==> src/rtl/lcd_pkg.sv <==
// Shared definitions for the key event block.
// Holds the key index constants, the per-key debounce FSM state encoding,
// the default timing constants and a counter-width helper.
package lcd_pkg;

  // Bit positions inside key_n / key_level / evt_key
  localparam int KEY_UP    = 3;
  localparam int KEY_DOWN  = 2;
  localparam int KEY_LEFT  = 1;
  localparam int KEY_RIGHT = 0;
  localparam int NUM_KEYS  = 4;

  // Default timing at 50 MHz
  localparam int DEF_DEBOUNCE_CYCLES = 1048576;   // ~21 ms
  localparam int DEF_REPEAT_DELAY    = 25000000;  // 0.5 s
  localparam int DEF_REPEAT_PERIOD   = 10000000;  // 0.2 s

  typedef enum logic [1:0] {
    ST_IDLE,
    ST_PRESS_WAIT,
    ST_HELD,
    ST_RELEASE_WAIT
  } key_state_t;

  // Bits needed to hold n-1 without wrap
  function automatic int cnt_width(input int n);
    return (n > 1) ? $clog2(n) : 1;
  endfunction

endpackage

==> src/rtl/key_event_gen_if.sv <==
// Event handshake between key_event_gen (master) and its consumer (slave).
//   evt_valid : an event is pending in the slot
//   evt_key   : one-hot key of the pending event, 0 when evt_valid=0
//   evt_ack   : consumer accepts the pending event
interface key_event_gen_if;
  logic       evt_valid;
  logic [3:0] evt_key;
  logic       evt_ack;

  modport master (output evt_valid, output evt_key, input evt_ack);
  modport slave  (input evt_valid, input evt_key, output evt_ack);
endinterface

==> src/rtl/key_debounce.sv <==
// Single-key conditioner: 2-flop synchronizer, debounce FSM and counter,
// optional auto-repeat timer.
// Optional feature macro: KEY_EVT_AUTOREPEAT_EN (repeat events while held).
// Ports:
//   clk, rst : clock, synchronous active-high reset
//   key_n    : raw active-low button, asynchronous
//   level    : debounced pressed state
//   raise    : one-cycle pulse requesting an event (press or repeat)
// DEBOUNCE_CYCLES must be at least 2.
module key_debounce import lcd_pkg::*; #(
  parameter int DEBOUNCE_CYCLES = DEF_DEBOUNCE_CYCLES,
  parameter int REPEAT_DELAY    = DEF_REPEAT_DELAY,
  parameter int REPEAT_PERIOD   = DEF_REPEAT_PERIOD
) (
  input  logic clk,
  input  logic rst,
  input  logic key_n,
  output logic level,
  output logic raise
);

  localparam int            CW       = cnt_width(DEBOUNCE_CYCLES);
  localparam logic [CW-1:0] CNT_LAST = CW'(DEBOUNCE_CYCLES - 1);

  if (DEBOUNCE_CYCLES < 2 || REPEAT_DELAY < 1 || REPEAT_PERIOD < 1) begin : g_cfg_err
    $error("key_debounce: unsupported timing parameters");
  end

  logic          sync1, sync2;
  key_state_t    state, state_nxt;
  logic [CW-1:0] cnt, cnt_nxt;
  logic          press;

  // Synchronizer clears to the released level so that a post-reset press
  // always needs a full debounce interval of genuine low samples.
  always_ff @(posedge clk) begin
    if (rst) begin
      sync1 <= 1'b1;
      sync2 <= 1'b1;
    end else begin
      sync1 <= key_n;
      sync2 <= sync1;
    end
  end

  always_ff @(posedge clk) begin
    if (rst) begin
      state <= ST_IDLE;
      cnt   <= '0;
    end else begin
      state <= state_nxt;
      cnt   <= cnt_nxt;
    end
  end

  // The sample that leaves IDLE/HELD is the first stable sample, so the
  // counter is loaded with 1 there; the terminal test at CNT_LAST then
  // accepts on exactly DEBOUNCE_CYCLES consecutive samples.
  always_comb begin
    state_nxt = state;
    cnt_nxt   = cnt;
    press     = 1'b0;
    unique case (state)
      ST_IDLE: begin
        if (!sync2) begin
          state_nxt = ST_PRESS_WAIT;
          cnt_nxt   = CW'(1);
        end
      end
      ST_PRESS_WAIT: begin
        if (sync2) begin
          state_nxt = ST_IDLE;
          cnt_nxt   = '0;
        end else if (cnt == CNT_LAST) begin
          state_nxt = ST_HELD;
          cnt_nxt   = '0;
          press     = 1'b1;
        end else begin
          cnt_nxt = cnt + 1'b1;
        end
      end
      ST_HELD: begin
        if (sync2) begin
          state_nxt = ST_RELEASE_WAIT;
          cnt_nxt   = CW'(1);
        end
      end
      ST_RELEASE_WAIT: begin
        if (!sync2) begin
          state_nxt = ST_HELD;
          cnt_nxt   = '0;
        end else if (cnt == CNT_LAST) begin
          state_nxt = ST_IDLE;
          cnt_nxt   = '0;
        end else begin
          cnt_nxt = cnt + 1'b1;
        end
      end
      default: begin
        state_nxt = ST_IDLE;
        cnt_nxt   = '0;
      end
    endcase
  end

  assign level = (state == ST_HELD) || (state == ST_RELEASE_WAIT);

`ifdef KEY_EVT_AUTOREPEAT_EN
  localparam int             RPT_MAX  = (REPEAT_DELAY > REPEAT_PERIOD) ? REPEAT_DELAY : REPEAT_PERIOD;
  localparam int             RW       = cnt_width(RPT_MAX);
  localparam logic [RW-1:0]  DLY_LAST = RW'(REPEAT_DELAY - 1);
  localparam logic [RW-1:0]  PER_LAST = RW'(REPEAT_PERIOD - 1);

  logic [RW-1:0] rpt_cnt;
  logic          rpt_first;  // still waiting for the initial delay
  logic          rpt_hit;

  assign rpt_hit = (state == ST_HELD) && (rpt_cnt == (rpt_first ? DLY_LAST : PER_LAST));

  // Restarts on a fresh press; holds its value through RELEASE_WAIT.
  always_ff @(posedge clk) begin
    if (rst || press) begin
      rpt_cnt   <= '0;
      rpt_first <= 1'b1;
    end else if (state == ST_HELD) begin
      if (rpt_hit) begin
        rpt_cnt   <= '0;
        rpt_first <= 1'b0;
      end else begin
        rpt_cnt <= rpt_cnt + 1'b1;
      end
    end
  end

  assign raise = press | rpt_hit;
`else
  assign raise = press;
`endif

endmodule

==> src/rtl/key_event_gen.sv <==
// Four-button event generator: per-key debounce, fixed-priority arbitration
// (up > down > left > right) into a one-entry event slot, saturating count
// of dropped events.
// Optional feature macro: KEY_EVT_AUTOREPEAT_EN (auto-repeat while held).
// Ports:
//   clk, rst  : clock, synchronous active-high reset
//   key_n     : raw buttons {up,down,left,right}, active-low, asynchronous
//   key_level : debounced pressed state, active-high
//   drop_cnt  : events lost to a full slot, saturates at 255
//   evt       : event slot handshake (master side)
module key_event_gen import lcd_pkg::*; #(
  parameter int DEBOUNCE_CYCLES = DEF_DEBOUNCE_CYCLES,
  parameter int REPEAT_DELAY    = DEF_REPEAT_DELAY,
  parameter int REPEAT_PERIOD   = DEF_REPEAT_PERIOD
) (
  input  logic                 clk,
  input  logic                 rst,
  input  logic [NUM_KEYS-1:0]  key_n,
  output logic [NUM_KEYS-1:0]  key_level,
  output logic [7:0]           drop_cnt,
  key_event_gen_if.master      evt
);

  logic [NUM_KEYS-1:0] raise;

  for (genvar i = 0; i < NUM_KEYS; i++) begin : g_key
    key_debounce #(
      .DEBOUNCE_CYCLES (DEBOUNCE_CYCLES),
      .REPEAT_DELAY    (REPEAT_DELAY),
      .REPEAT_PERIOD   (REPEAT_PERIOD)
    ) u_key (
      .clk   (clk),
      .rst   (rst),
      .key_n (key_n[i]),
      .level (key_level[i]),
      .raise (raise[i])
    );
  end

  logic [NUM_KEYS-1:0] grant;
  logic                slot_free;
  logic [2:0]          n_raise, n_drop;
  logic [8:0]          drop_sum;

  always_comb begin
    grant = '0;
    if      (raise[KEY_UP])    grant[KEY_UP]    = 1'b1;
    else if (raise[KEY_DOWN])  grant[KEY_DOWN]  = 1'b1;
    else if (raise[KEY_LEFT])  grant[KEY_LEFT]  = 1'b1;
    else if (raise[KEY_RIGHT]) grant[KEY_RIGHT] = 1'b1;
    // An ack in the same cycle frees the slot for a zero-bubble reload.
    slot_free = !evt.evt_valid || evt.evt_ack;
    n_raise   = 3'($countones(raise));
    n_drop    = (slot_free && (raise != '0)) ? n_raise - 3'd1 : n_raise;
    drop_sum  = {1'b0, drop_cnt} + {6'b0, n_drop};
  end

  always_ff @(posedge clk) begin
    if (rst) begin
      evt.evt_valid <= 1'b0;
      evt.evt_key   <= '0;
      drop_cnt      <= '0;
    end else begin
      if (slot_free) begin
        evt.evt_valid <= |raise;
        evt.evt_key   <= grant;
      end
      drop_cnt <= (drop_sum > 9'd255) ? 8'hFF : drop_sum[7:0];
    end
  end

endmodule

==> src/flat_wrapper.sv <==
// flat-port wrapper written by rule: the top's interface ports become plain ports
module key_event_gen_flat import lcd_pkg::*;
#(
  parameter int DEBOUNCE_CYCLES = DEF_DEBOUNCE_CYCLES,
  parameter int REPEAT_DELAY    = DEF_REPEAT_DELAY,
  parameter int REPEAT_PERIOD   = DEF_REPEAT_PERIOD
)
  (clk, rst, key_n, key_level, drop_cnt, evt_evt_valid, evt_evt_key, evt_evt_ack);
  key_event_gen_if evt_i ();
  input  logic clk;
  input  logic rst;
  input  logic [NUM_KEYS-1:0] key_n;
  output logic [NUM_KEYS-1:0] key_level;
  output logic [7:0] drop_cnt;
  output wire logic [$bits(evt_i.evt_valid)-1:0] evt_evt_valid;
  output wire logic [$bits(evt_i.evt_key)-1:0] evt_evt_key;
  input wire logic [$bits(evt_i.evt_ack)-1:0] evt_evt_ack;
  assign evt_evt_valid = evt_i.evt_valid;
  assign evt_evt_key = evt_i.evt_key;
  assign evt_i.evt_ack = evt_evt_ack;
  key_event_gen #(.DEBOUNCE_CYCLES(DEBOUNCE_CYCLES), .REPEAT_DELAY(REPEAT_DELAY), .REPEAT_PERIOD(REPEAT_PERIOD)) u_core (.clk(clk), .rst(rst), .key_n(key_n), .key_level(key_level), .drop_cnt(drop_cnt), .evt(evt_i));
endmodule
==> config.mk <==
export PLATFORM = sky130hd
export DESIGN_NAME = key_event_gen_flat
export DESIGN_NICKNAME = d
export VERILOG_FILES = /design/src/rtl/lcd_pkg.sv /design/src/rtl/key_event_gen_if.sv /design/src/rtl/key_debounce.sv /design/src/rtl/key_event_gen.sv /design/src/flat_wrapper.sv
export SDC_FILE = /design/constraint.sdc
export NUM_CORES = 1
export LEC_CHECK = 0
export BUFFER_PORTS_ARGS = -buffer_cell sky130_fd_sc_hd__buf_2
export CORE_MARGIN = 4
export CORE_UTILIZATION = 30
export CTS_BUF_LIST = sky130_fd_sc_hd__clkbuf_2
export DETAILED_ROUTE_END_ITERATION = 12
export PLACE_DENSITY = 0.53
export SLEW_MARGIN = 10
export SYNTH_ARGS = -nofsm -noshare
export SYNTH_HDL_FRONTEND = slang
export SYNTH_SLANG_ARGS = --single-unit
==> constraint.sdc <==
create_clock -name clk -period 4.95 [get_ports clk]
set_input_delay 0.99 -clock clk [delete_from_list [all_inputs] [get_ports clk]]
set_output_delay 0.99 -clock clk [all_outputs]
set_load 0.005 [all_outputs]
# == Yosys cells after proc, flatten, opt, wreduce, memory -nomap -nowiden ==
# Index checks and enable logic that the tools add are counted.
# word_totals
elab_cells,155
input_bits,7
reg_bits,109
# op_classes
mux,73
n_lt_le_gt_ge,1
n_eq_ne,32
n_reduce_logical,21
n_addsub,9
# ops
cell,n
$mux 20,20
$pmux 20 s4,4
$add 20x1->20 const B,4
$eq 20x20->1 const B,4
$mux 2,25
$pmux 2 s4,4
$ne 3x3->1 const B,8
$mux 1,17
$eq 2x2->1 const B,8
$ne 2x2->1 const B,8
$reduce_and 4->1,4
$add 8x3->9,1
$gt 9x8->1 const B,1
$eq 2x1->1 const B,4
$logic_not 2->1,4
$mux 8,1
$reduce_and 2->1,4
$mux 3,2
$logic_or 1x1->1,5
$add 1x1->2,2
$reduce_bool 4->1,1
$reduce_or 4->1,1
$add 3x3->3,1
$sub 3x1->3 const B,1
2 further kinds,2

# == Depth between registers and ports, before layout ==
# Gate-level depths: netlist of the first run.
# logic_depth
word_depth,11
depth_mapped,20
depth_no_buf,19

# == By module ==
# Synthesis of the first run repeated with hierarchy kept, for this count alone.
# hier_totals
hier_cells,698
area_unflattened_um2,6027.0
# by_module_without_submodules
module,n_inst,seq_area_each_um2,cells_each,area_each_um2
key_debounce,4,480.5,152,1307.5
key_event_gen,1,260.2,90,797.0

# == Worst setup path after synthesis of the first run ==
# OpenSTA, ideal clock, no wires.
# synth_timing
kind,register to register
start,reg u_core.g_key[0].u_key.cnt[0]
end,reg u_core.drop_cnt[0]
path_slack_ns,0.633
required_ns,4.879
path_buffers,1
path_stages_with_launch,21
arrival_ns,4.245
cell_sequence,dfxtp_1 -> ha_1 -> nand3_1 -> nor2_1 -> buf_2 -> nand4_1 -> or3_1 -> inv_1 -> ha_1 -> ha_1 -> fa_1 -> inv_1 -> ha_1 -> a21oi_1 -> inv_1 -> fa_1 -> nor2b_1 -> o21ai_0 -> nor2_1 -> nand4_1 -> a21oi_1
# synth_between
elab_chain_len,11
word_cells_on_any_way,13
# synth_rtl
element,line_no,text
from (decl),key_debounce.sv:31,"logic [CW-1:0] cnt, cnt_nxt;"
from (signal assigned),key_debounce.sv:52,cnt <= cnt_nxt;
$eq 20x20->1 (*),key_debounce.sv:74,end else if (cnt == CNT_LAST) begin
$mux 1 (*),key_debounce.sv:74,
$mux 1 (*),key_debounce.sv:71,if (sync2) begin
$mux 1 (*),key_debounce.sv:63,unique case (state)
$add 1x1->2 (implied by the code),key_event_gen.sv:53,n_raise = 3'($countones(raise));
$add 3x3->3 (implied by the code),key_event_gen.sv:53,
$sub 3x1->3,key_event_gen.sv:54,n_drop = (slot_free && (raise != '0)) ? n_raise - 3'd1 : n_raise;
$mux 3 (*),key_event_gen.sv:54,
$add 8x3->9 (*),key_event_gen.sv:55,"drop_sum = {1'b0, drop_cnt} + {6'b0, n_drop};"
$gt 9x8->1,key_event_gen.sv:68,drop_cnt <= (drop_sum > 9'd255) ? 8'hFF : drop_sum[7:0];
$mux 8 (*),key_event_gen.sv:68,
to (signal assigned),key_event_gen.sv:68,
to (decl),key_event_gen.sv:20,"output logic [7:0] drop_cnt,"
# Mark *: on every way between the ends. The rest lies on a longest branch, timed or not.
# A chain may end at the register's enable or synchronous reset.

# == Final worst setup path of the first run ==
# layout_timing
start,reg u_core.g_key[0].u_key.cnt[16]
end,reg u_core.drop_cnt[1]
# Same word-level chain as after synthesis.

==> impl_metrics.csv, run 1 <==
group,metric,value,unit
status,outcome,"completed",
placement,dp_cells,898,
floorplanning,top_level_ports,24,
floorplanning,core,18100,um^2
routing,antenna_violating_nets_post_route,0,
yosys,unique_cell_type_count_in_the_yosys_netlist,58,
setup_path,cp_data_arrival_time,5.20,ns
sta,hold_viol_final,0,
clock_tree,cts-root-to-sink-buffers,2,
sta,final.period_utilization,93.8,%
setup_path,worstSetupEndpointType,"register",
global_routing,grt_pass1_wl,21800,um
setup_path,worstPathCellList,"nand3_1, nor4_4, nand4_1, or3_1, inv_1, ha_1, ha_1, fa_1, inv_1, ha_1, a21oi_1, inv_1, fa_1, nor2b_1, o21ai_0, nor2_1, nand4_1, a21oi_1",
routing,detail_route.wirelength,12700,um
setup_path,critical_path.max_stage_delay,0.50,ns
yosys,synth_area_leaders,"sky130_fd_sc_hd__dfxtp_1, sky130_fd_sc_hd__a21oi_1, sky130_fd_sc_hd__nand3_1",
global_routing,grt_start_max_net_pins,38,
cells_and_area,fraction_of_final_layout_cells_with_drive_strength_greater_than_1,10.9,%
job,drv_cap,0,
placement,placer_congestion,0.863,
placement,placed_cell_area,5890,um^2
cells_and_area,final_nets,706,
setup_path,path_buf_inv,3,
setup_path,worstSetupStartpointType,"register",
global_routing,grt.total_usage,12.7,%
setup_path,critical_path_peak_fanout,6,
sta,drv_slew,0,
yosys,compound_gate_portion_of_the_synthesized_area,19.2,%
sta,max-slew-margin-rel,22.5,%
yosys,synthesis.area,5600,um^2
clock_tree,ctsHoldBuffers,0,
sta,period_needed,4.64,ns
placement,port_buffers,23,
sta,setup_skew_after_layout,0.0341,ns
sta,worst_hold_slack,0.435,ns
setup_path,critical_path.slowest_cell,"sky130_fd_sc_hd__fa_1",
setup_path,critical_path_class,"register to register",
clock_tree,clock_pin_slew_reported_for_the_worst_setup_and_hold_paths_after_clock_tree_synthesis,0.26,ns
cells_and_area,multiInputGateArea,3210,um^2
yosys,synth-edff-count,0,
cells_and_area,seq_area,2190,um^2
floorplanning,rows,49,
yosys,largest_family_of_logic_cells_by_synthesized_area,"simple AND/OR/NAND/NOR gates",
clock_tree,htree_num_levels,3,
worst_hold_path,hold_path.class,"register to register",
yosys,number_of_storage_elements_in_the_synthesis_netlist,109,
global_routing,number_of_antenna_violations_at_the_first_check_in_global_routing,1,
cells_and_area,layoutNonFillerInstCount,916,
clock_tree,clock-root-buffer,"sky130_fd_sc_hd__clkbuf_2",
yosys,register_area_share_after_synthesis,39.0,%
yosys,synthXorXnorAreaFrac,3.13,%
routing,detail_route.first_pass.iterations,4,
yosys,post_synth_and_or_nand_nor_area_fraction,28.6,%
yosys,post_syn_nets,696,
sta,timing.setup.tns,0,ns
floorplanning,floorplan.die.width,145,um
routing,dr.first_iter.drc_count,302,
floorplanning,start_util,30.8,%
floorplanning,die_height,145,um
pwr,p_leak,0.00217,uW
yosys,prevailing_post_synth_register_cell,"sky130_fd_sc_hd__dfxtp_1",
setup_path,required,5.50,ns
routing,post-route-drc-count,0,
cells_and_area,finalInstanceArea,6050,um^2
sta,max_slew.worst_pin.slew,1.16,ns
placement,dpl.hpwl,9050,um
yosys,synth.area.mux_share,2.17,%
global_routing,via_count_of_the_first_global_routing_pass,4663,
routing,route.detailed.vias_per_inst,5.37,
yosys,synth_fa_ha_area_share,4.07,%
cells_and_area,num-fill-cells,1905,
yosys,yosys.area.top_type,"sky130_fd_sc_hd__dfxtp_1",
sta,setup_violations,0,
yosys,post_synth_inst_count,672,
setup_path,critical_path.top_delay_family,"simple AND/OR/NAND/NOR gates",
cells_and_area,syn_to_final_growth,8.14,%
clock_tree,clock_insertion_delay_worst_skew,0.61,ns
yosys,yosysTopAreaCellShare,39.0,%
pwr,peakVddDrop,0.112,mV
sta,setup_repair_after_global_routing_missed_its_margin,"false",
yosys,syn_area_per_cell,8.33,um^2
routing,drt-wirelength-per-cell,13.9,um
sta,max_freq,215,MHz
routing,via_count,4915,
pwr,pwr_density_cell,232,nW/um^2
clock_tree,cts_inserted_buffers,9,
floorplanning,die_area,20900,um^2
clock_tree,tritoncts_clock_tree,"yes",
yosys,yosys_warnings,0,
yosys,synth_async_sr_flop_share,0,%
global_routing,globalRoute.totalOverflow,0,
clock_tree,cts.sink_count,109,
-- stage by stage --
step | utilization [%] | total power, uW | setup WS, ns
2_1_floorplan | - | 957 | 0.633
5_1_grt | 33.4 | 1480 | 0.00403
3_3_place_gp | 32.5 | 974 | 0.334
3_5_place_dp | 32.5 | 976 | 0.211
6_report | 33.4 | 1410 | 0.306
4_1_cts | 33.2 | 1440 | 0.131
-- sequential cells by signal, summed over array words and instances, names as in the netlist, named ones only --
signal,flops
u_core.drop_cnt,8
u_core.g_key.u_key.sync1,4
u_core.g_key.u_key.cnt,80
u_core.evt.evt_valid,1
u_core.g_key.u_key.state,4
u_core.g_key.u_key.sync2,4
u_core.evt.evt_key,4
-- timing repair --
| action | 4_1_cts | 5_1_grt |
|---|---|---|
| buffers inserted | 0 | 2 |
| resized for setup | 0 | 5 |
| endpoints found under the setup margin | 0 | 8 |
-- synth_stat cells (4+ instances only) --
library cell	count
sky130_fd_sc_hd__dfxtp_1	109
sky130_fd_sc_hd__a21oi_1	63
sky130_fd_sc_hd__nand2_1	55
sky130_fd_sc_hd__nor2_1	55
sky130_fd_sc_hd__nand3_1	46
sky130_fd_sc_hd__nand4_1	27
sky130_fd_sc_hd__a31oi_1	26
sky130_fd_sc_hd__o21ai_0	25
sky130_fd_sc_hd__nor3_1	21
sky130_fd_sc_hd__a22o_1	18
sky130_fd_sc_hd__and3_1	16
sky130_fd_sc_hd__inv_1	16
sky130_fd_sc_hd__clkbuf_1	15
sky130_fd_sc_hd__ha_1	15
sky130_fd_sc_hd__or2_2	14
sky130_fd_sc_hd__xnor2_1	14
sky130_fd_sc_hd__mux2i_1	11
sky130_fd_sc_hd__nand2b_1	11
sky130_fd_sc_hd__or3_1	10
sky130_fd_sc_hd__buf_2	9
sky130_fd_sc_hd__and4_1	7
sky130_fd_sc_hd__nor2b_1	7
sky130_fd_sc_hd__a21o_1	6
sky130_fd_sc_hd__a22oi_1	6
sky130_fd_sc_hd__xor2_1	6
sky130_fd_sc_hd__a41oi_1	5
sky130_fd_sc_hd__nand3b_1	5
sky130_fd_sc_hd__a211oi_1	4
sky130_fd_sc_hd__buf_1	4
sky130_fd_sc_hd__buf_4	4
-- logic make-up (layout without fill, tap and decap cells) --
family | count (synthesis) | after routing
mux | 12 | 12
fa+ha+maj | 17 | 17
xor+xnor | 20 | 20
flops | 109 | 109
simple gates | 296 | 296
other cells | 0 | 1
compound gates | 169 | 169
buf+inv | 49 | 63
-- path summary, 6_finish.rpt --
path / start / to / slack [ns] / cells past startpoint
setup / recovery: u_core.g_key[0].u_key.cnt[16] / u_core.drop_cnt[1] / 0.31 / 18
hold / removal: u_core.g_key[2].u_key.sync1 / u_core.g_key[2].u_key.sync2 / 0.44 / 1
setup reg to reg: u_core.g_key[0].u_key.cnt[16] / u_core.drop_cnt[1] / 0.31 / 18
hold reg to reg: u_core.g_key[2].u_key.sync1 / u_core.g_key[2].u_key.sync2 / 0.44 / 1
-- worst reg2reg max path: cells and delay by family (launching register included) --
family                     cells  cell delay [ns]
and+or+nand+nor                7             1.75
AOI/OAI and AO/OA              3             0.51
buffers and inverters          3             0.23
DFF                            1             0.48
adders and majority gates      5             1.64
-- placed cells by master (no fill, tap or decap), types with 10 or more instances in the layout --
master / instances
sky130_fd_sc_hd__nand4_1: 27
sky130_fd_sc_hd__a22o_1: 18
sky130_fd_sc_hd__ha_1: 15
sky130_fd_sc_hd__nand2_1: 55
sky130_fd_sc_hd__nand2b_1: 11
sky130_fd_sc_hd__buf_2: 23
sky130_fd_sc_hd__nor3_1: 20
sky130_fd_sc_hd__nor2_1: 55
sky130_fd_sc_hd__inv_1: 16
sky130_fd_sc_hd__o21ai_0: 25
sky130_fd_sc_hd__a21oi_1: 63
sky130_fd_sc_hd__or3_1: 10
sky130_fd_sc_hd__nand3_1: 46
sky130_fd_sc_hd__and3_1: 16
sky130_fd_sc_hd__a31oi_1: 26
sky130_fd_sc_hd__dfxtp_1: 106
sky130_fd_sc_hd__xnor2_1: 14
sky130_fd_sc_hd__mux2i_1: 11
sky130_fd_sc_hd__or2_2: 14
-- where the power goes --
part	internal (uW)	switching (uW)
Sequential	889	8.08
Clock	160	286
Combinational	21.7	40.6
Total	1070	335
-- metal layers --
layer,vias up,track usage [%],share of wire (%)
met2,70,21.1,48
met5,-,0,0
met1,2335,16.1,48
li1,2491,-,-
met3,19,2.88,2.7
met4,0,4.57,1.8
-- layout make-up --
class	count	share of cell area [%]
clock buffers	9	0.744
well taps	229	4.73
multi-input cells	514	53.1
diodes	1	0.0413
flip-flops and latches	109	36.1
inverters	16	0.992
clock inverters	6	1.30
repair buffers	32	3.02
Note: power is estimated with default switching activity, not from simulation.
==> run 2: changes to the inputs <==
--- a/config.mk
+++ b/config.mk
@@ -5,6 +5,7 @@
 export SDC_FILE = /design/constraint.sdc
 export NUM_CORES = 1
 export LEC_CHECK = 0
+export ABC_CLOCK_PERIOD_IN_PS = 4950
 export BUFFER_PORTS_ARGS = -buffer_cell sky130_fd_sc_hd__buf_2
 export CORE_MARGIN = 4
 export CORE_UTILIZATION = 30
@@ -14,4 +15,5 @@
 export SLEW_MARGIN = 10
 export SYNTH_ARGS = -nofsm -noshare
 export SYNTH_HDL_FRONTEND = slang
+export SYNTH_HIERARCHICAL = 1
 export SYNTH_SLANG_ARGS = --single-unit
==> run 2 against run 1 <==
Effect of this change: flip-flop and latch count unchanged; sequential power about the same; count of clock-buffer cells in the layout up 2; global-route usage down 1.1 points; total power down 3.4%; routed wire length down 2.3%; first-iteration DRC count down 14%; die area up 7.2%; worst hold slack better by 0.013 ns; area after synthesis up 7.7%; largest cell class unchanged.
==> impl_metrics.csv, run 2 <==
group,metric,value,unit
routing,wl_met3,450,um
sta,hold_viol_final,0,
setup_path,cpMostUsedCell,"sky130_fd_sc_hd__ha_1",
setup_path,timing.critical_path.from,"u_core/g_key[0].u_key/cnt[0]",
cells_and_area,largest_register_ffs,80,
clock_tree,cts-root-to-sink-buffers,2,
clock_tree,clock_pin_slew_reported_for_the_worst_setup_and_hold_paths_after_clock_tree_synthesis,0.27,ns
yosys,number_of_storage_elements_in_the_synthesis_netlist,109,
yosys,synthXorXnorAreaFrac,4.59,%
setup_path,worstSetupStartpointType,"register",
placement,port_buffers,23,
sta,period_needed,4.46,ns
routing,via_count,4936,
yosys,synth-edff-count,0,
floorplanning,core,19600,um^2
routing,dr.first_iter.drc_count,260,
yosys,synth_fa_ha_area_share,3.16,%
yosys,most_instantiated_library_cell_after_synthesis,"sky130_fd_sc_hd__dfxtp_1",
sta,final.period_utilization,90.2,%
setup_path,required,5.48,ns
setup_path,worstSetupPathDepth,15,
setup_path,reg2reg_from,"u_core/g_key[0].u_key/cnt[0]",
worst_hold_path,hold_path.class,"register to register",
setup_path,critical_path.max_stage_delay,0.48,ns
placement,preCtsSetupSlack,0.502,ns
yosys,prevailing_post_synth_register_cell,"sky130_fd_sc_hd__dfxtp_1",
routing,detail_route.wirelength.met1,6410,um
setup_path,critical_path.slowest_cell,"sky130_fd_sc_hd__fa_1",
yosys,synth_commonest_cells,"sky130_fd_sc_hd__dfxtp_1, sky130_fd_sc_hd__a21oi_1, sky130_fd_sc_hd__nand3_1",
setup_path,r2r.worst_path.cells,15,
sta,timing.setup.tns,0,ns
yosys,post_synth_inst_count,698,
global_routing,grt_start_max_net_pins,43,
yosys,post_syn_nets,719,
yosys,synth_area_leaders,"sky130_fd_sc_hd__dfxtp_1, sky130_fd_sc_hd__a21oi_1, sky130_fd_sc_hd__nand3_1",
yosys,yosys_warnings,6,
cells_and_area,syn_to_final_growth,5.50,%
cells_and_area,biggestRegsByFlops,"u_core/g_key.u_key/cnt: 80 flops, u_core/drop_cnt: 8 flops",
cells_and_area,num-fill-cells,2088,
routing,highest_layer,"met4",
yosys,post_synth_and_or_nand_nor_area_fraction,29.7,%
floorplanning,top_level_ports,24,
placement,dp_cells,959,
clock_tree,cts_resized,0,
floorplanning,rows,51,
yosys,yosysTopAreaCellShare,36.2,%
clock_tree,post_cts_setup_repair_buffer_count,0,
routing,drt-wirelength-per-cell,12.7,um
sta,max-slew-margin-rel,32.4,%
global_routing,grt.total_usage,11.6,%
status,outcome,"completed",
setup_path,path_buf_inv,1,
clock_tree,cts.sink_count,109,
global_routing,number_of_antenna_violations_at_the_first_check_in_global_routing,1,
yosys,unique_cell_type_count_in_the_yosys_netlist,54,
sta,setup_repair_after_global_routing_missed_its_margin,"false",
setup_path,worstPathCellList,"ha_1, nand4_2, nor3_4, nand3_1, nor3_1, fa_1, ha_1, ha_1, inv_1, ha_1, mux2_2, fa_1, nand2b_1, a2111oi_0, a211oi_1",
worst_hold_path,holdCritStartpoint,"u_core/g_key[2].u_key/sync1",
yosys,syn_area_per_cell,8.63,um^2
cells_and_area,registers.top_by_ff_count,"u_core/g_key.u_key/cnt",
clock_tree,cts_inserted_buffers,9,
yosys,yosys.area.top_type,"sky130_fd_sc_hd__dfxtp_1",
yosys,largest_family_of_logic_cells_by_synthesized_area,"simple AND/OR/NAND/NOR gates",
yosys,compound_gate_portion_of_the_synthesized_area,16.7,%
cells_and_area,final_nets,726,
sta,max_freq,224,MHz
cells_and_area,layout.cells.most_common_list,"sky130_fd_sc_hd__dfxtp_1, sky130_fd_sc_hd__a21oi_1, sky130_fd_sc_hd__nand3_1",
yosys,synthesis.area,6030,um^2
sta,postLayoutSetupSlackWorst,0.487,ns
global_routing,globalRoute.totalOverflow,0,
sta,setup_violations,0,
routing,antenna_violating_nets_post_route,0,
routing,post-route-drc-count,0,
setup_path,cp_data_arrival_time,4.99,ns
pwr,p_leak,0.00219,uW
sta,setup_skew_after_layout,0.0426,ns
global_routing,grt_pass1_wl,21400,um
cells_and_area,most_common_cell_after_layout_fill_and_taps_aside,"sky130_fd_sc_hd__dfxtp_1",
clock_tree,ctsHoldBuffers,0,
placement,placer_congestion,0.741,
floorplanning,start_util,30.8,%
job,drv_cap,0,
worst_hold_path,holdPathStages,1,
clock_tree,clock_insertion_delay_worst_skew,0.63,ns
cells_and_area,fraction_of_final_layout_cells_with_drive_strength_greater_than_1,13.0,%
yosys,register_area_share_after_synthesis,36.2,%
setup_path,critical_path.top_delay_family,"adder cells",
clock_tree,clock-root-buffer,"sky130_fd_sc_hd__clkbuf_2",
yosys,synth.area.mux_share,3.67,%
placement,dpl.hpwl,8800,um
sta,max_slew.worst_pin.slew,1.01,ns
cells_and_area,utilization,32.5,%
cells_and_area,layoutNonFillerInstCount,976,
global_routing,via_count_of_the_first_global_routing_pass,4419,
pwr,peakVddDrop,0.0862,mV
clock_tree,htree_num_levels,3,
floorplanning,floorplan.die.width,150,um
floorplanning,die_area,22400,um^2
routing,detail_route.wirelength,12400,um
floorplanning,die_height,150,um
clock_tree,tritoncts_clock_tree,"yes",
setup_path,critical_path_peak_fanout,5,
yosys,synth_async_sr_flop_share,0,%
routing,dr_wl_met2,5460,um
setup_path,critical_path_class,"register to register",
sta,worst_hold_slack,0.448,ns
routing,detail_route.first_pass.iterations,4,
setup_path,worstSetupEndpointType,"register",
routing,route.detailed.vias_per_inst,5.06,
pwr,pwr_density_cell,213,nW/um^2
sta,drv_slew,0,
==> run 2: final cells by class <==
class                      count  area, um^2  share of cell area, %
antenna                        1        2.50                 0.0394
clock buffer                  11        55.1                  0.866
clock inverter                 5        51.3                  0.807
inverter                      25        93.8                   1.48
multi-input combinational    531        3480                   54.8
sequential                   109        2180                   34.3
tap                          265         332                   5.21
timing repair buffer          29         160                   2.52
==> run 2: where the power goes <==
| group | leakage, uW | internal [uW] | switching, uW |
|---|---|---|---|
| Clock | 0.0000694 | 117 | 292 |
| Sequential | 0.000880 | 887 | 7.97 |
| Combinational | 0.00124 | 19.9 | 33.5 |
| Total | 0.00219 | 1020 | 333 |
==> run 2: per-layer routing <==
metal,vias to the layer above,global-route usage (%)
met5,-,0
met4,0,2.52
met3,6,3.27
met2,90,17.7
met1,2272,16.3
li1,2568,-
==> run 2: final timing paths <==
path	endpoint	slack, ns
max reg2reg	u_core/drop_cnt[6]	0.49
min reg2reg	u_core/g_key[2].u_key/sync2	0.45
max	u_core/drop_cnt[6]	0.49
min	u_core/g_key[2].u_key/sync2	0.45
==> run 2: worst reg2reg max path, stage by stage, from the launching register on <==
cell,delay [ns]
sky130_fd_sc_hd__dfxtp_1,0.46
sky130_fd_sc_hd__ha_1,0.27
sky130_fd_sc_hd__nand4_2,0.17
sky130_fd_sc_hd__nor3_4,0.20
sky130_fd_sc_hd__nand3_1,0.15
sky130_fd_sc_hd__nor3_1,0.40
sky130_fd_sc_hd__fa_1,0.48
sky130_fd_sc_hd__ha_1,0.19
sky130_fd_sc_hd__ha_1,0.26
sky130_fd_sc_hd__inv_1,0.06
sky130_fd_sc_hd__ha_1,0.30
sky130_fd_sc_hd__mux2_2,0.28
sky130_fd_sc_hd__fa_1,0.44
sky130_fd_sc_hd__nand2b_1,0.20
sky130_fd_sc_hd__a2111oi_0,0.43
sky130_fd_sc_hd__a211oi_1,0.09
==> run 2: kinds of logic after synthesis <==
logic type               count (synthesis)
XOR/XNOR                                23
multiplexers                            22
buffers and inverters                   58
adder cells (fa/ha/maj)                 14
flip-flops                             109
AND/OR/NAND/NOR                        303
AO/OA/AOI/OAI                          169
==> run 2: per-stage QoR <==
step	area, um^2	total power, uW
3_3_place_gp	6250	965
6_report	6360	1360
2_1_floorplan	6030	954
3_5_place_dp	6250	965
5_1_grt	6360	1430
4_1_cts	6360	1390
==> run 3: changes to the inputs <==
--- a/config.mk
+++ b/config.mk
@@ -12,6 +12,7 @@
 export CTS_BUF_LIST = sky130_fd_sc_hd__clkbuf_2
 export DETAILED_ROUTE_END_ITERATION = 12
 export PLACE_DENSITY = 0.53
+export REMOVE_ABC_BUFFERS = 1
 export SLEW_MARGIN = 10
 export SYNTH_ARGS = -nofsm -noshare
 export SYNTH_HDL_FRONTEND = slang
==> constraint.sdc (replaced) <==
create_clock -name clk -period 4.95 [get_ports clk]
set_input_delay 0 -clock clk [delete_from_list [all_inputs] [get_ports clk]]
set_output_delay 0 -clock clk [all_outputs]
set_load 0.005 [all_outputs]
==> run 3 against run 2 <==
Effect of this change: die area unchanged; highest routed layer unchanged; largest cell class unchanged; fmax fell by 1.7%; clock power up 3%; non-clock buffer count is 10 higher; sequential share of layout area is 0.55 points lower.
==> impl_metrics.csv, run 3 (synthesis results as in run 2) <==
group,metric,value,unit
cells_and_area,final_nets,736,
sta,period_needed,4.54,ns
setup_path,r2r.worst_path.cells,15,
routing,detail_route.first_pass.iterations,4,
setup_path,timing.critical_path.from,"u_core/g_key[3].u_key/cnt[1]",
placement,port_buffers,23,
cells_and_area,layout.cells.most_common_list,"sky130_fd_sc_hd__dfxtp_1, sky130_fd_sc_hd__a21oi_1, sky130_fd_sc_hd__nand3_1",
routing,route.detailed.vias_per_inst,4.93,
sta,max-slew-margin-rel,32.8,%
global_routing,grt_pass1_wl,21500,um
sta,setup_skew_after_layout,0.0324,ns
placement,preCtsSetupSlack,0.448,ns
pwr,pwr_density_cell,213,nW/um^2
clock_tree,cts_inserted_buffers,9,
sta,postLayoutSetupSlackWorst,0.411,ns
clock_tree,cts_resized,0,
clock_tree,tritoncts_clock_tree,"yes",
routing,drt-wirelength-per-cell,12.7,um
setup_path,reg_to_reg_critical_path_endpoint,"u_core/drop_cnt[4]",
worst_hold_path,holdCritStartpoint,"key_n[3]",
cells_and_area,biggestRegsByFlops,"u_core/g_key.u_key/cnt: 80 flops, u_core/drop_cnt: 8 flops",
floorplanning,die_height,150,um
routing,post-route-drc-count,0,
sta,max_slew.worst_pin.slew,1.00,ns
worst_hold_path,hold_path.class,"primary input to register",
floorplanning,start_util,30.8,%
sta,hold_viol_final,0,
job,drv_cap,0,
cells_and_area,registers.top_by_ff_count,"u_core/g_key.u_key/cnt",
clock_tree,htree_num_levels,3,
placement,dpl.hpwl,8740,um
clock_tree,clock_pin_slew_reported_for_the_worst_setup_and_hold_paths_after_clock_tree_synthesis,0.29,ns
cells_and_area,finalInstanceArea,6460,um^2
worst_hold_path,holdPathStages,3,
floorplanning,core,19600,um^2
setup_path,reg2reg_from,"u_core/g_key[3].u_key/cnt[1]",
clock_tree,clock_insertion_delay_worst_skew,0.61,ns
cells_and_area,largest_register_ffs,80,
sta,drv_slew,0,
routing,antenna_violating_nets_post_route,0,
clock_tree,post_cts_setup_repair_buffer_count,0,
cells_and_area,most_common_cell_after_layout_fill_and_taps_aside,"sky130_fd_sc_hd__dfxtp_1",
setup_path,cp_data_arrival_time,5.04,ns
setup_path,worstSetupEndpointType,"register",
cells_and_area,fraction_of_final_layout_cells_with_drive_strength_greater_than_1,12.9,%
floorplanning,die_area,22400,um^2
setup_path,critical_path_class,"register to register",
placement,placer_congestion,0.744,
global_routing,number_of_antenna_violations_at_the_first_check_in_global_routing,1,
clock_tree,cts-root-to-sink-buffers,2,
sta,timing.setup.tns,0,ns
sta,setup_violations,0,
clock_tree,clock-root-buffer,"sky130_fd_sc_hd__clkbuf_2",
sta,max_freq,220,MHz
pwr,p_leak,0.00223,uW
routing,dr.first_iter.drc_count,317,
cells_and_area,syn_to_final_growth,7.22,%
clock_tree,cts.sink_count,109,
placement,placed_cell_area,6260,um^2
setup_path,required,5.46,ns
floorplanning,rows,51,
routing,via_count,4859,
global_routing,grt.total_usage,11.6,%
setup_path,critical_path_peak_fanout,5,
setup_path,worstSetupStartpointType,"register",
setup_path,worst-r2r-setup-slack,0.41,ns
global_routing,globalRoute.totalOverflow,0,
pwr,peakVddDrop,0.104,mV
sta,final.period_utilization,91.7,%
routing,detail_route.wirelength,12500,um
floorplanning,floorplan.die.width,150,um
global_routing,via_count_of_the_first_global_routing_pass,4425,
status,outcome,"completed",
floorplanning,top_level_ports,24,
global_routing,grt_start_max_net_pins,40,
worst_hold_path,hold-path-endpoint,"u_core/g_key[3].u_key/sync1",
sta,setup_repair_after_global_routing_missed_its_margin,"false",
run 3: final cells by class:
| cell class | count | area [um^2] |
|---|---|---|
| well taps | 265 | 332 |
| clock buffers | 10 | 50.0 |
| fillers | 2051 | 13100 |
| diodes | 1 | 2.50 |
| flip-flops and latches | 109 | 2180 |
| multi-input cells | 531 | 3480 |
| repair buffers | 39 | 258 |
| clock inverters | 6 | 62.6 |
| inverters | 25 | 93.8 |
run 3: routing by layer:
metal / GRT usage [%] / wire [um] / vias up
met5: 0 / 0 / -
met4: 4.53 / 226 / 0
met3: 1.79 / 284 / 14
met2: 17.9 / 5470 / 48
met1: 16.2 / 6510 / 2216
li1: - / - / 2581
run 3: worst max-delay path by stage:
stage                         endpoint  slack, ns  cells past startpoint
global route        u_core/drop_cnt[3]      0.005                     16
finish              u_core/drop_cnt[4]       0.41                     15
global placement    u_core/drop_cnt[4]       0.53                     14
detailed placement  u_core/drop_cnt[4]       0.45                     15
floorplan           u_core/drop_cnt[4]       0.60                     15
CTS                 u_core/drop_cnt[4]       0.38                     15
run 3: metrics by stage:
stage	power, uW	hold slack (ns)	util [%]	std cells
floorplan	943	0.0691	-	665
global placement	964	0.186	31.9	960
detailed placement	965	0.186	31.9	960
CTS	1410	0.0394	33.0	985
global route	1450	0.0409	33.0	986
finish	1370	0.105	33.0	986
run 3: what timing repair did:
| action | CTS | global route |
|---|---|---|
| endpoints found under the setup margin | 0 | 0 |
| endpoints found under the hold margin | 26 | 0 |
| hold buffers | 9 | 0 |
run 3: critical path, stage by stage, from the launching register on:
cell and delay [ns]:
sky130_fd_sc_hd__dfxtp_1 0.47, sky130_fd_sc_hd__ha_1 0.28, sky130_fd_sc_hd__nand4_2 0.17, sky130_fd_sc_hd__nor3_4 0.20, sky130_fd_sc_hd__nand3_1 0.15, sky130_fd_sc_hd__nor3_1 0.43
sky130_fd_sc_hd__fa_1 0.50, sky130_fd_sc_hd__ha_1 0.19, sky130_fd_sc_hd__ha_1 0.27, sky130_fd_sc_hd__inv_1 0.06, sky130_fd_sc_hd__ha_1 0.30, sky130_fd_sc_hd__mux2_2 0.28
sky130_fd_sc_hd__fa_1 0.44, sky130_fd_sc_hd__nand2b_1 0.20, sky130_fd_sc_hd__a2111oi_0 0.40, sky130_fd_sc_hd__a211oi_1 0.08
run 3: power breakdown:
| group | internal (uW) | switching, uW | leakage (uW) |
|---|---|---|---|
| logic | 24.5 | 34.1 | 0.00128 |
| clock network | 117 | 303 | 0.0000660 |
| registers | 887 | 8.19 | 0.000880 |
| total | 1030 | 345 | 0.00223 |
